`src/rtl/spike_train_gen.sv`:
```
// Programmable spike-train transmitter with a valid/ready config port.
// Optional spike counter output enabled by defining SPIKE_GEN_COUNT_EN.
module spike_train_gen #(
  parameter int NO_OF_NEURONS = 8,
  parameter int PERIOD_W      = 8,
  localparam int CW = (NO_OF_NEURONS > 1) ? $clog2(NO_OF_NEURONS) : 1
) (
  input  logic                     clk,
  input  logic                     reset,
  input  logic                     i_enable,
  input  logic                     cfg_valid,
  output logic                     cfg_ready,
  input  logic [CW-1:0]            cfg_chan,
  input  logic                     cfg_inhib,
  input  logic [PERIOD_W-1:0]      cfg_period,
  input  logic [PERIOD_W-1:0]      cfg_phase,
  output logic [NO_OF_NEURONS-1:0] o_excitatory,
  output logic [NO_OF_NEURONS-1:0] o_inhibitory,
  output logic                     o_active
`ifdef SPIKE_GEN_COUNT_EN
  ,
  output logic [15:0]              o_spike_count
`endif
);

  typedef enum logic {
    IDLE,
    WRITE
  } state_e;

  state_e state_q, state_d;
  logic   ready_q, ready_d;
  logic   wr_en;

  logic [CW-1:0]       hchan_q, hchan_d;
  logic                hinhib_q, hinhib_d;
  logic [PERIOD_W-1:0] hper_q, hper_d;
  logic [PERIOD_W-1:0] hph_q, hph_d;

  logic [PERIOD_W-1:0] period_q [NO_OF_NEURONS];
  logic [PERIOD_W-1:0] period_d [NO_OF_NEURONS];
  logic [PERIOD_W-1:0] cnt_q    [NO_OF_NEURONS];
  logic [PERIOD_W-1:0] cnt_d    [NO_OF_NEURONS];
  logic [NO_OF_NEURONS-1:0] inhib_q, inhib_d;

  logic [NO_OF_NEURONS-1:0] exc_q, exc_d;
  logic [NO_OF_NEURONS-1:0] inh_q, inh_d;
  logic                     active_q, active_d;

  // Config FSM: capture a beat in IDLE, write it out in WRITE
  always_comb begin
    state_d  = state_q;
    hchan_d  = hchan_q;
    hinhib_d = hinhib_q;
    hper_d   = hper_q;
    hph_d    = hph_q;
    wr_en    = 1'b0;
    unique case (state_q)
      IDLE: begin
        if (cfg_valid && ready_q) begin
          state_d  = WRITE;
          hchan_d  = cfg_chan;
          hinhib_d = cfg_inhib;
          hper_d   = cfg_period;
          hph_d    = cfg_phase;
        end
      end
      WRITE: begin
        wr_en   = 1'b1;
        state_d = IDLE;
      end
      default: state_d = IDLE;
    endcase
    ready_d = (state_d == IDLE);
  end

  // Per-channel counters, spike generation and config landing
  always_comb begin
    exc_d    = '0;
    inh_d    = '0;
    inhib_d  = inhib_q;
    active_d = 1'b0;
    for (int c = 0; c < NO_OF_NEURONS; c++) begin
      period_d[c] = period_q[c];
      cnt_d[c]    = cnt_q[c];
      if (wr_en && (hchan_q == CW'(c))) begin
        period_d[c] = hper_q;
        cnt_d[c]    = hph_q;
        inhib_d[c]  = hinhib_q;
      end else if (i_enable && (period_q[c] != '0)) begin
        if (cnt_q[c] == '0) begin
          cnt_d[c] = period_q[c] - PERIOD_W'(1);
          if (inhib_q[c]) begin
            inh_d[c] = 1'b1;
          end else begin
            exc_d[c] = 1'b1;
          end
        end else begin
          cnt_d[c] = cnt_q[c] - PERIOD_W'(1);
        end
      end
      active_d = active_d | (period_d[c] != '0);
    end
  end

  // State, holding and channel registers
  always_ff @(posedge clk) begin
    if (reset) begin
      state_q  <= IDLE;
      ready_q  <= 1'b0;
      hchan_q  <= '0;
      hinhib_q <= 1'b0;
      hper_q   <= '0;
      hph_q    <= '0;
      inhib_q  <= '0;
      exc_q    <= '0;
      inh_q    <= '0;
      active_q <= 1'b0;
      for (int c = 0; c < NO_OF_NEURONS; c++) begin
        period_q[c] <= '0;
        cnt_q[c]    <= '0;
      end
    end else begin
      state_q  <= state_d;
      ready_q  <= ready_d;
      hchan_q  <= hchan_d;
      hinhib_q <= hinhib_d;
      hper_q   <= hper_d;
      hph_q    <= hph_d;
      inhib_q  <= inhib_d;
      exc_q    <= exc_d;
      inh_q    <= inh_d;
      active_q <= active_d;
      for (int c = 0; c < NO_OF_NEURONS; c++) begin
        period_q[c] <= period_d[c];
        cnt_q[c]    <= cnt_d[c];
      end
    end
  end

  assign cfg_ready    = ready_q;
  assign o_excitatory = exc_q;
  assign o_inhibitory = inh_q;
  assign o_active     = active_q;

`ifdef SPIKE_GEN_COUNT_EN
  logic [15:0] scnt_q, scnt_d;
  logic [16:0] ssum;

  // Saturating accumulation of spikes seen on the outputs
  always_comb begin
    ssum = {1'b0, scnt_q};
    for (int c = 0; c < NO_OF_NEURONS; c++) begin
      ssum = ssum + 17'(exc_q[c] | inh_q[c]);
    end
    scnt_d = (ssum > 17'h0FFFF) ? 16'hFFFF : ssum[15:0];
  end

  // Spike counter register
  always_ff @(posedge clk) begin
    if (reset) begin
      scnt_q <= '0;
    end else begin
      scnt_q <= scnt_d;
    end
  end

  assign o_spike_count = scnt_q;
`endif

endmodule

```
`config.mk`:
```
export PLATFORM = sky130hd
export DESIGN_NAME = spike_train_gen
export DESIGN_NICKNAME = d
export VERILOG_FILES = /design/src/rtl/spike_train_gen.sv
export SDC_FILE = /design/constraint.sdc
export NUM_CORES = 1
export LEC_CHECK = 0
export ABC_AREA = 1
export CAP_MARGIN = 10
export CELL_PAD_IN_SITES_DETAIL_PLACEMENT = 0
export CELL_PAD_IN_SITES_GLOBAL_PLACEMENT = 1
export CORE_MARGIN = 2
export CORE_UTILIZATION = 25
export CTS_CLUSTER_SIZE = 40
export DETAILED_ROUTE_END_ITERATION = 10
export DONT_BUFFER_PORTS = 1
export PLACE_DENSITY_LB_ADDON = 0.08
export SLEW_MARGIN = 40
export SYNTH_ARGS = -nofsm -noshare
export SYNTH_HDL_FRONTEND = slang
export SYNTH_SLANG_ARGS = --single-unit
```
`constraint.sdc`:
```
create_clock -name clk -period 2.45 [get_ports clk]
set_input_delay 0.245 -clock clk [delete_from_list [all_inputs] [get_ports clk]]
set_output_delay 0.245 -clock clk [all_outputs]
set_load 0.01 [all_outputs]
```
* Word-level counts from Yosys, hierarchy flattened
Memory sizes are Yosys's and may differ from the RTL's. Cells that the tools add are included. W data, S select, Z words.
Storage, ports and cells: register bits 47, memory bits (writable) 128, input port bits 24, output and inout bits 18, logic and storage cells 218, memories 2
Memory list:
- cnt_q | depth 8, bits a word 8, rd ports 8, clocked after Yosys merged registers in 0, wr ports 8, RTL line 42 | logic [PERIOD_W-1:0] cnt_q [NO_OF_NEURONS];
- period_q | depth 8, bits a word 8, rd ports 8, clocked after Yosys merged registers in 0, wr ports 8, RTL line 40 | logic [PERIOD_W-1:0] period_q [NO_OF_NEURONS];
Cells by class: add/sub/neg operators 16, eq/ne operators 7, muxes and demuxes 70, bitwise gates (word level) 41, reductions and logical operators 51
Operators with widths (count):
- $mux W8 | 48
- $reduce_bool A8 Y1 | 16
- $sub A8 B1 Y8 const B | 16
- $logic_not A8 Y1 | 8
- $reduce_or A4 Y1 | 8
- $or A1 B1 Y1 | 23
- $mux W1 | 21
- $not A1 Y1 | 18
- $logic_and A1 B1 Y1 | 17
- $eq A3 B3 Y1 const B | 4
- $eq A3 B2 Y1 const B | 2
- $eq A3 B1 Y1 const B | 1
- $logic_not A3 Y1 | 1
- $pmux W1 S2 | 1
- $reduce_and A2 Y1 | 1

* Depth between registers and ports, before layout
depth after elaboration 11, depth in mapped cells 13, depth with buffers taken out 12

* Worst setup path after synthesis
Ideal clock, no wire load.
path kind reg2reg, start memory cnt_q[6][4], in the netlist cnt_q[1][20], end memory cnt_q[6][6], in the netlist cnt_q[1][22], setup time 0.128 ns, arrival 1.581 ns, path slack 0.742 ns, cell stages (with the launch flop) 13, path buffers 0, clock period less this slack 1.708 ns, cell sequence dfxtp_1 nor2_1 nand2_1 nor2_1 a21oi_1 ha_1 inv_1 nor2_1 nand3_1 nand2_1 nand2_1 a21oi_1 nor2_1
RTL lines (RTL line):
- start, declared | 42

==> reports/metrics.csv <==
metric,value,unit
ys_ff_latch,175,
antenna_left,0,
drive_gt1_share,7.25,%
fin_crit_sh,93.8,%
internal_power,0.00487,W
via_per_inst,4.53,
p_leak,5.06,nW
seqCellArea,3500,µm²
slew_headroom,44.6,%
ys_types,31,
dr_wl_met2,15.8,mm
cts_tree,yes,
areaGrowthSynthToFinish,16.1,%
clk_transition_reported_paths,0.08,ns
net-switching-power,0.00203,W
clock_latency,0.45,ns
cp_max_fo,24,
grt_first_pass_wirelength,52.5,mm
synth_cells,1443,
vias,8866,
crit_chain,inv_1 -> nor2_4 -> nand2_4 -> nand2_1 -> clkinvlp_4 -> nand2_1 -> o21ai_0 -> inv_1 -> a21oi_1 -> dlygate4sd3_1,
grt_max_degree,122,
pwr_density_cell,648,nW/µm²
cpPeakStageDelay,0.54,ns
postLayoutCellArea,10600,µm²
die_h,196,µm
cts_sinks,175,
required,2.78,ns
mostFrequentLayoutCell,nand2_1,
place_area,9690,µm²
fp-row-count,70,
port_buffers,0,
pwr-share-clk,42.7,%
rsz0062_at_grt,yes,
syn_nets,1475,
endpoint_kind,register,
clk_path_buf_depth,2,
wl_met3,923,µm
die_w,196,µm
switching_share,29.4,%
finalPower,0.00690,W
cp-start-kind,register,
top_layer,met5,
grt_pass1_vias,8630,
pwr-share-comb,13.5,%
routabilityCongestion,0.771,
drt-met1-wl,16.6,mm
fin_skew,0.0107,ns
netlist_area,9170,µm²
cts_root_buf,clkbuf_16,
synth_edf_count,0,
synth-warning-count,0,
tightestPinTransition,0.830,ns
grt_usage,18.2,%
die_area,38200,µm²
crit_arrival,2.63,ns
hold_path_class,input port to register,
slew_viol_final,0,
setup_viol,0,
startpoint,state_q,
drt_iter0_markers,444,
drc,0,
status,completed,
period_needed,2.30,ns
slowest_stage,dlygate4sd3_1,
numCtsBuffers,17,
layout_common_cells,"nand2_1, nor2_1, inv_1",
seq_power_share,43.8,%
synth_flop_cell,dfxtp_1,
fmax,435,MHz
core-area,36300,µm²
hp-start,reset,
wl_per_cell,17.3,µm
rr_startpoint,state_q,
fillers,4116,
r2r_setup_slack,0.15,ns
cts.htree.levels,4,
critPathKind,register to register,
grt-ovfl-total,0,
avgSynthCellArea,6.35,µm²
finalHoldViolations,0,
start_util,25.2,%
routed_wl,33.9,mm
nNetsFinal,1508,
antenna_found_initial,1,
multi_input_area,4660,µm²
ir_worst_vdd,0.503,mV
dr.pass1.iters,5,
synth_seq_area_share,38.2,%
cap_viol_max_count,0,
place_hpwl,23.4,mm
synthArstFlopShare,0,%
io_pins,42,
## final timing paths
check,end,cells after the start
setup / recovery,cnt_q[0][5],10
setup reg to reg,cnt_q[0][5],10
hold reg to reg,o_excitatory[5],1
hold / removal,hph_q[1],2
## layer usage
| layer | GRT usage, % | vias to the layer above |
|---|---|---|
| met5 | 0 | - |
| met4 | 4.58 | 2 |
| met3 | 2.59 | 25 |
| met2 | 30.3 | 112 |
| met1 | 24.8 | 4077 |
| li1 | - | 4650 |
## final cells by class
cell class              instances  share of cell area [%]
multi-input cells            1023                    43.7
flip-flops and latches        175                    32.9
inverters                     200                    7.08
well taps                     468                    5.50
repair buffers                 59                    5.01
clock buffers                  17                    3.99
clock inverters                15                    1.72
diodes                          2                  0.0470
## sequential cells by signal (all words and copies together) (netlist names)
signal and cells:
o_excitatory 8, cnt_q 64, hph_q 8, period_q 64, o_active 1, cfg_ready 1
hchan_q 3, state_q 1, o_inhibitory 8, inhib_q 8, hinhib_q 1, hper_q 8
## Yosys cell counts, drive strengths merged, types with 4 or more instances
| library cell | number | area [µm²] |
|---|---|---|
| nand2 | 422 | 1620 |
| nor2 | 209 | 822 |
| inv | 198 | 743 |
| dfxtp | 175 | 3500 |
| o21ai | 141 | 747 |
| a21oi | 115 | 583 |
| nand3 | 57 | 285 |
| nand4 | 26 | 163 |
| a31oi | 25 | 156 |
| buf | 24 | 218 |
| clkbuf | 21 | 78.8 |
| ha | 8 | 100 |
| o22ai | 6 | 37.5 |
| a21o | 4 | 30.0 |
| a22o | 4 | 35.0 |
## worst max-delay path, delay by kind of cell, from the launching register on
kind / cells / cell delay [ns]
buffers and inverters: 4 / 0.93
and+or+nand+nor: 4 / 0.77
DFF: 1 / 0.35
AOI/OAI and AO/OA: 2 / 0.13
## repair_timing
action / 4_1_cts / 5_1_grt
resized for setup: 0 / 13
setup buffers: 0 / 0
setup endpoints to repair: 0 / 7
hold buffers: 29 / 0
hold endpoints to repair: 148 / 0
## per-stage QoR
stage / TNS (ns) / hold WS, ns / util (%) / worst slack (ns) / std cells
after floorplan: 0 / 0.358 / - / 0.742 / 1443
after global placement: 0 / 0.329 / 26.6 / 0.282 / 1896
after detailed placement: 0 / 0.331 / 26.6 / 0.242 / 1896
after CTS: 0 / 0.0763 / 29.2 / 0.0226 / 1957
after global routing: -0.0280 / 0.0912 / 29.3 / -0.0280 / 1957
final: 0 / 0.114 / 29.3 / 0.151 / 1959
## power groups by stage
stage / Sequential [W] / Combinational, W / Clock (W)
floorplan: 0.00304 / 0.000623 / 0
global placement: 0.00309 / 0.000867 / 0
detailed placement: 0.00309 / 0.000843 / 0
CTS: 0.00302 / 0.000928 / 0.00306
global route: 0.00303 / 0.00107 / 0.00316
finish: 0.00302 / 0.000930 / 0.00295
## cell families (layout without fill, tap and decap cells)
kind of cell | Yosys count | after routing | share of synthesized area (%)
and+or+nand+nor | 717 | 717 | 31.7
xor gates and xnor gates | 2 | 2 | 0.191
DFF | 175 | 175 | 38.2
adders and majority gates | 8 | 8 | 1.09
AOI/OAI and AO/OA | 296 | 296 | 17.4
buffers and inverters | 245 | 291 | 11.4
other | 0 | 2 | 0
Power figures use the tool's default switching activity.
==> patch (same flow settings) <==
Set the parameter `PERIOD_W` to 7 (it was 8).
--- a/src/rtl/spike_train_gen.sv
+++ b/src/rtl/spike_train_gen.sv
@@ -2,7 +2,7 @@
 // Optional spike counter output enabled by defining SPIKE_GEN_COUNT_EN.
 module spike_train_gen #(
   parameter int NO_OF_NEURONS = 8,
-  parameter int PERIOD_W      = 8,
+  parameter int PERIOD_W      = 7,
   localparam int CW = (NO_OF_NEURONS > 1) ? $clog2(NO_OF_NEURONS) : 1
 ) (
   input  logic                     clk,
Ports: changed (resized cfg_period and cfg_phase); port bits go from 42 to 40. The function was not compared with the original's and may differ.
==> patch against the unedited design <==
Setup slack better by 0.19 ns. Total power shrank 12%. Global-route usage decreased by 0.63 points. Sequential cell count fell by 18. Area after synthesis decreased by 13%. Final area fell by 13%. Synthesized cell count shrank 15%. Combinational power decreased by 40%. Wire length decreased by 16%. First-iteration DRC count shrank 3.8%. Die area shrank 13%. Critical endpoint is now o_active.
==> patch: results (changes against the unedited design) <==
[worst_hold_path]
hold_depth=2  ; unchanged
min_path_type=in2reg
whs_endpoint=hper_q[0]
worstHoldStart=cfg_period[0]

[final_layout]
fillers=3495  ; -15%
drive_above_1_share_pct=5.45  ; -1.8 points
largest_registers=cnt_q: 56 flops, period_q: 56 flops

[grt]
grt_pass1_vias=7616  ; -12%
grt_pass1_wl_um=44400  ; -15%
grt_antenna_before_repair=0  ; -1
grt_usage_pct=17.6  ; -0.63 points
grt_max_degree=109  ; -11%

[critical_path]
cp_slowest_cell=o21ai_0
cpPeakStageDelay_ns=0.45  ; -0.09 ns
crit_fanout=16  ; -33%
worstPathArrival_ns=2.41  ; -0.22 ns
r2r_setup_slack_ns=0.35  ; +0.19 ns
r2r_start=hchan_q[2]
r2r-end=o_active
rr_worst_depth=12  ; +2

[clock_network]
cts_buffers=17  ; unchanged
cts_resized=0  ; unchanged
clkTransAtPathRegs_ns=0.07
cts_buffer_depth=2  ; unchanged
htreeDepth=4  ; unchanged
clk_root_buffer_cell=clkbuf_16
clk_latency_ns=0.44

[synthesis]
yosys_warnings=0  ; unchanged
synth_nets=1263  ; -14%
synth_common_cells=nand2_1, inv_1, nor2_1
synthTopCellsByArea=dfxtp_1, nand2_1, inv_1
async_flop_share_pct=0  ; unchanged
synth_ff_type=dfxtp_1
ys_seq_area_share_pct=39.3  ; +1.1 points
synth_cell_types=37  ; +19%

[sta]
final.setup.tns_ns=0  ; unchanged
skew_ns=0.0125  ; +0.00181 ns
period_minus_slack_ns=2.10  ; -0.194 ns
max_slew_margin_pct=49.7  ; +5.1 points

[power_and_ir_drop]
cellLeakagePower_nw=4.10  ; -19%
vdd_drop_max_mv=0.452  ; -10%
p_sw_share_pct=27.4  ; -2.0 points

[detailed_routing]
wirelength_um=28600  ; -16%
vias_per_cell=4.61  ; +1.9%
dr.first_iter.drc_count=427  ; -3.8%
firstDrtPassIters=5  ; unchanged

[placement]
dp_hpwl_um=20800  ; -11%
portBuffers=0  ; unchanged
place_congestion=0.780  ; +1.2%
place_ws_ns=0.417  ; +0.175 ns

[outcome]
status=finished clean

-- patch: cell count changes in the layout (fill, tap and decap cells not counted), moves of 5 or more --
cell and delta:
nand2_1 -150, nand3_1 +43, a31oi_1 -12, buf_4 -12
dlygate4sd3_1 -11, nor2_2 -5, inv_1 +13, nor2_1 -38
a21oi_1 -44, o22ai_1 +25, o21ai_1 -21, dfxtp_1 -17
o21ai_2 -10, nor3_1 +14
-- patch: worst max-delay path by stage --
stage / start / cells past startpoint / endpoint
after detailed placement: hchan_q[2] / 12 / o_active
final: hchan_q[2] / 12 / o_active
after floorplan: cnt_q[1][16] / 11 / cnt_q[1][18]
after global routing: hchan_q[2] / 12 / o_active
after CTS: hchan_q[2] / 12 / o_active
after global placement: hchan_q[1] / 11 / o_active
-- patch: layout make-up --
class,count,area share (%)
inverter,212,8.59
tap,402,5.43
timing repair buffer,36,3.59
multi-input combinational,830,41.9
clock buffer,17,4.59
clock inverter,14,1.97
antenna,2,0.0540
sequential,157,33.9
-- patch: critical path: cells and delay by family (launching register included) --
kind / cells / cell delay [ns]
buffers and inverters: 2 / 0.24
AND/OR/NAND/NOR: 9 / 0.93
flip-flops: 1 / 0.36
AO/OA/AOI/OAI: 1 / 0.45
-- patch: kinds of logic (layout without fill, tap and decap cells) --
group / count (synthesis) / in the layout / share of synthesized area (%)
and+or+nand+nor: 578 / 578 / 30.4
buffers and inverters: 246 / 279 / 12.1
AOI/OAI and AO/OA: 238 / 238 / 16.2
DFF: 157 / 157 / 39.3
adders and majority gates: 8 / 8 / 1.25
xor gates and xnor gates: 6 / 6 / 0.658
other: 0 / 2 / 0
-- patch: layer usage --
metal  global-route usage [%]  up-vias  wire (µm)
met4                     3.90        0        240
met3                     3.14       20        787
li1                         -     4017          -
met1                     23.5     3571      14000
met5                        0        -          0
met2                     29.7       91      13600
-- patch: through the flow --
stage | cells | cell area (µm²) | hold slack, ns
after global routing | 1668 | 9260 | 0.0184
after global placement | 1619 | 8460 | 0.325
after floorplan | 1233 | 7990 | 0.358
after CTS | 1668 | 9260 | 0.00521
after detailed placement | 1619 | 8460 | 0.328
final | 1670 | 9270 | 0.0116
-- patch: timing repair --
| item | 4_1_cts | 5_1_grt |
|---|---|---|
| hold buffers | 18 | 0 |
| buffers inserted | 0 | 0 |
| hold endpoints to repair | 124 | 0 |
-- patch: power groups by stage --
stage / Combinational (mW) / Sequential, mW / Clock, mW
finish: 0.562 / 2.67 / 2.85
global route: 0.641 / 2.67 / 3.03
CTS: 0.569 / 2.67 / 2.92
detailed placement: 0.506 / 2.73 / 0
global placement: 0.513 / 2.73 / 0
floorplan: 0.380 / 2.69 / 0
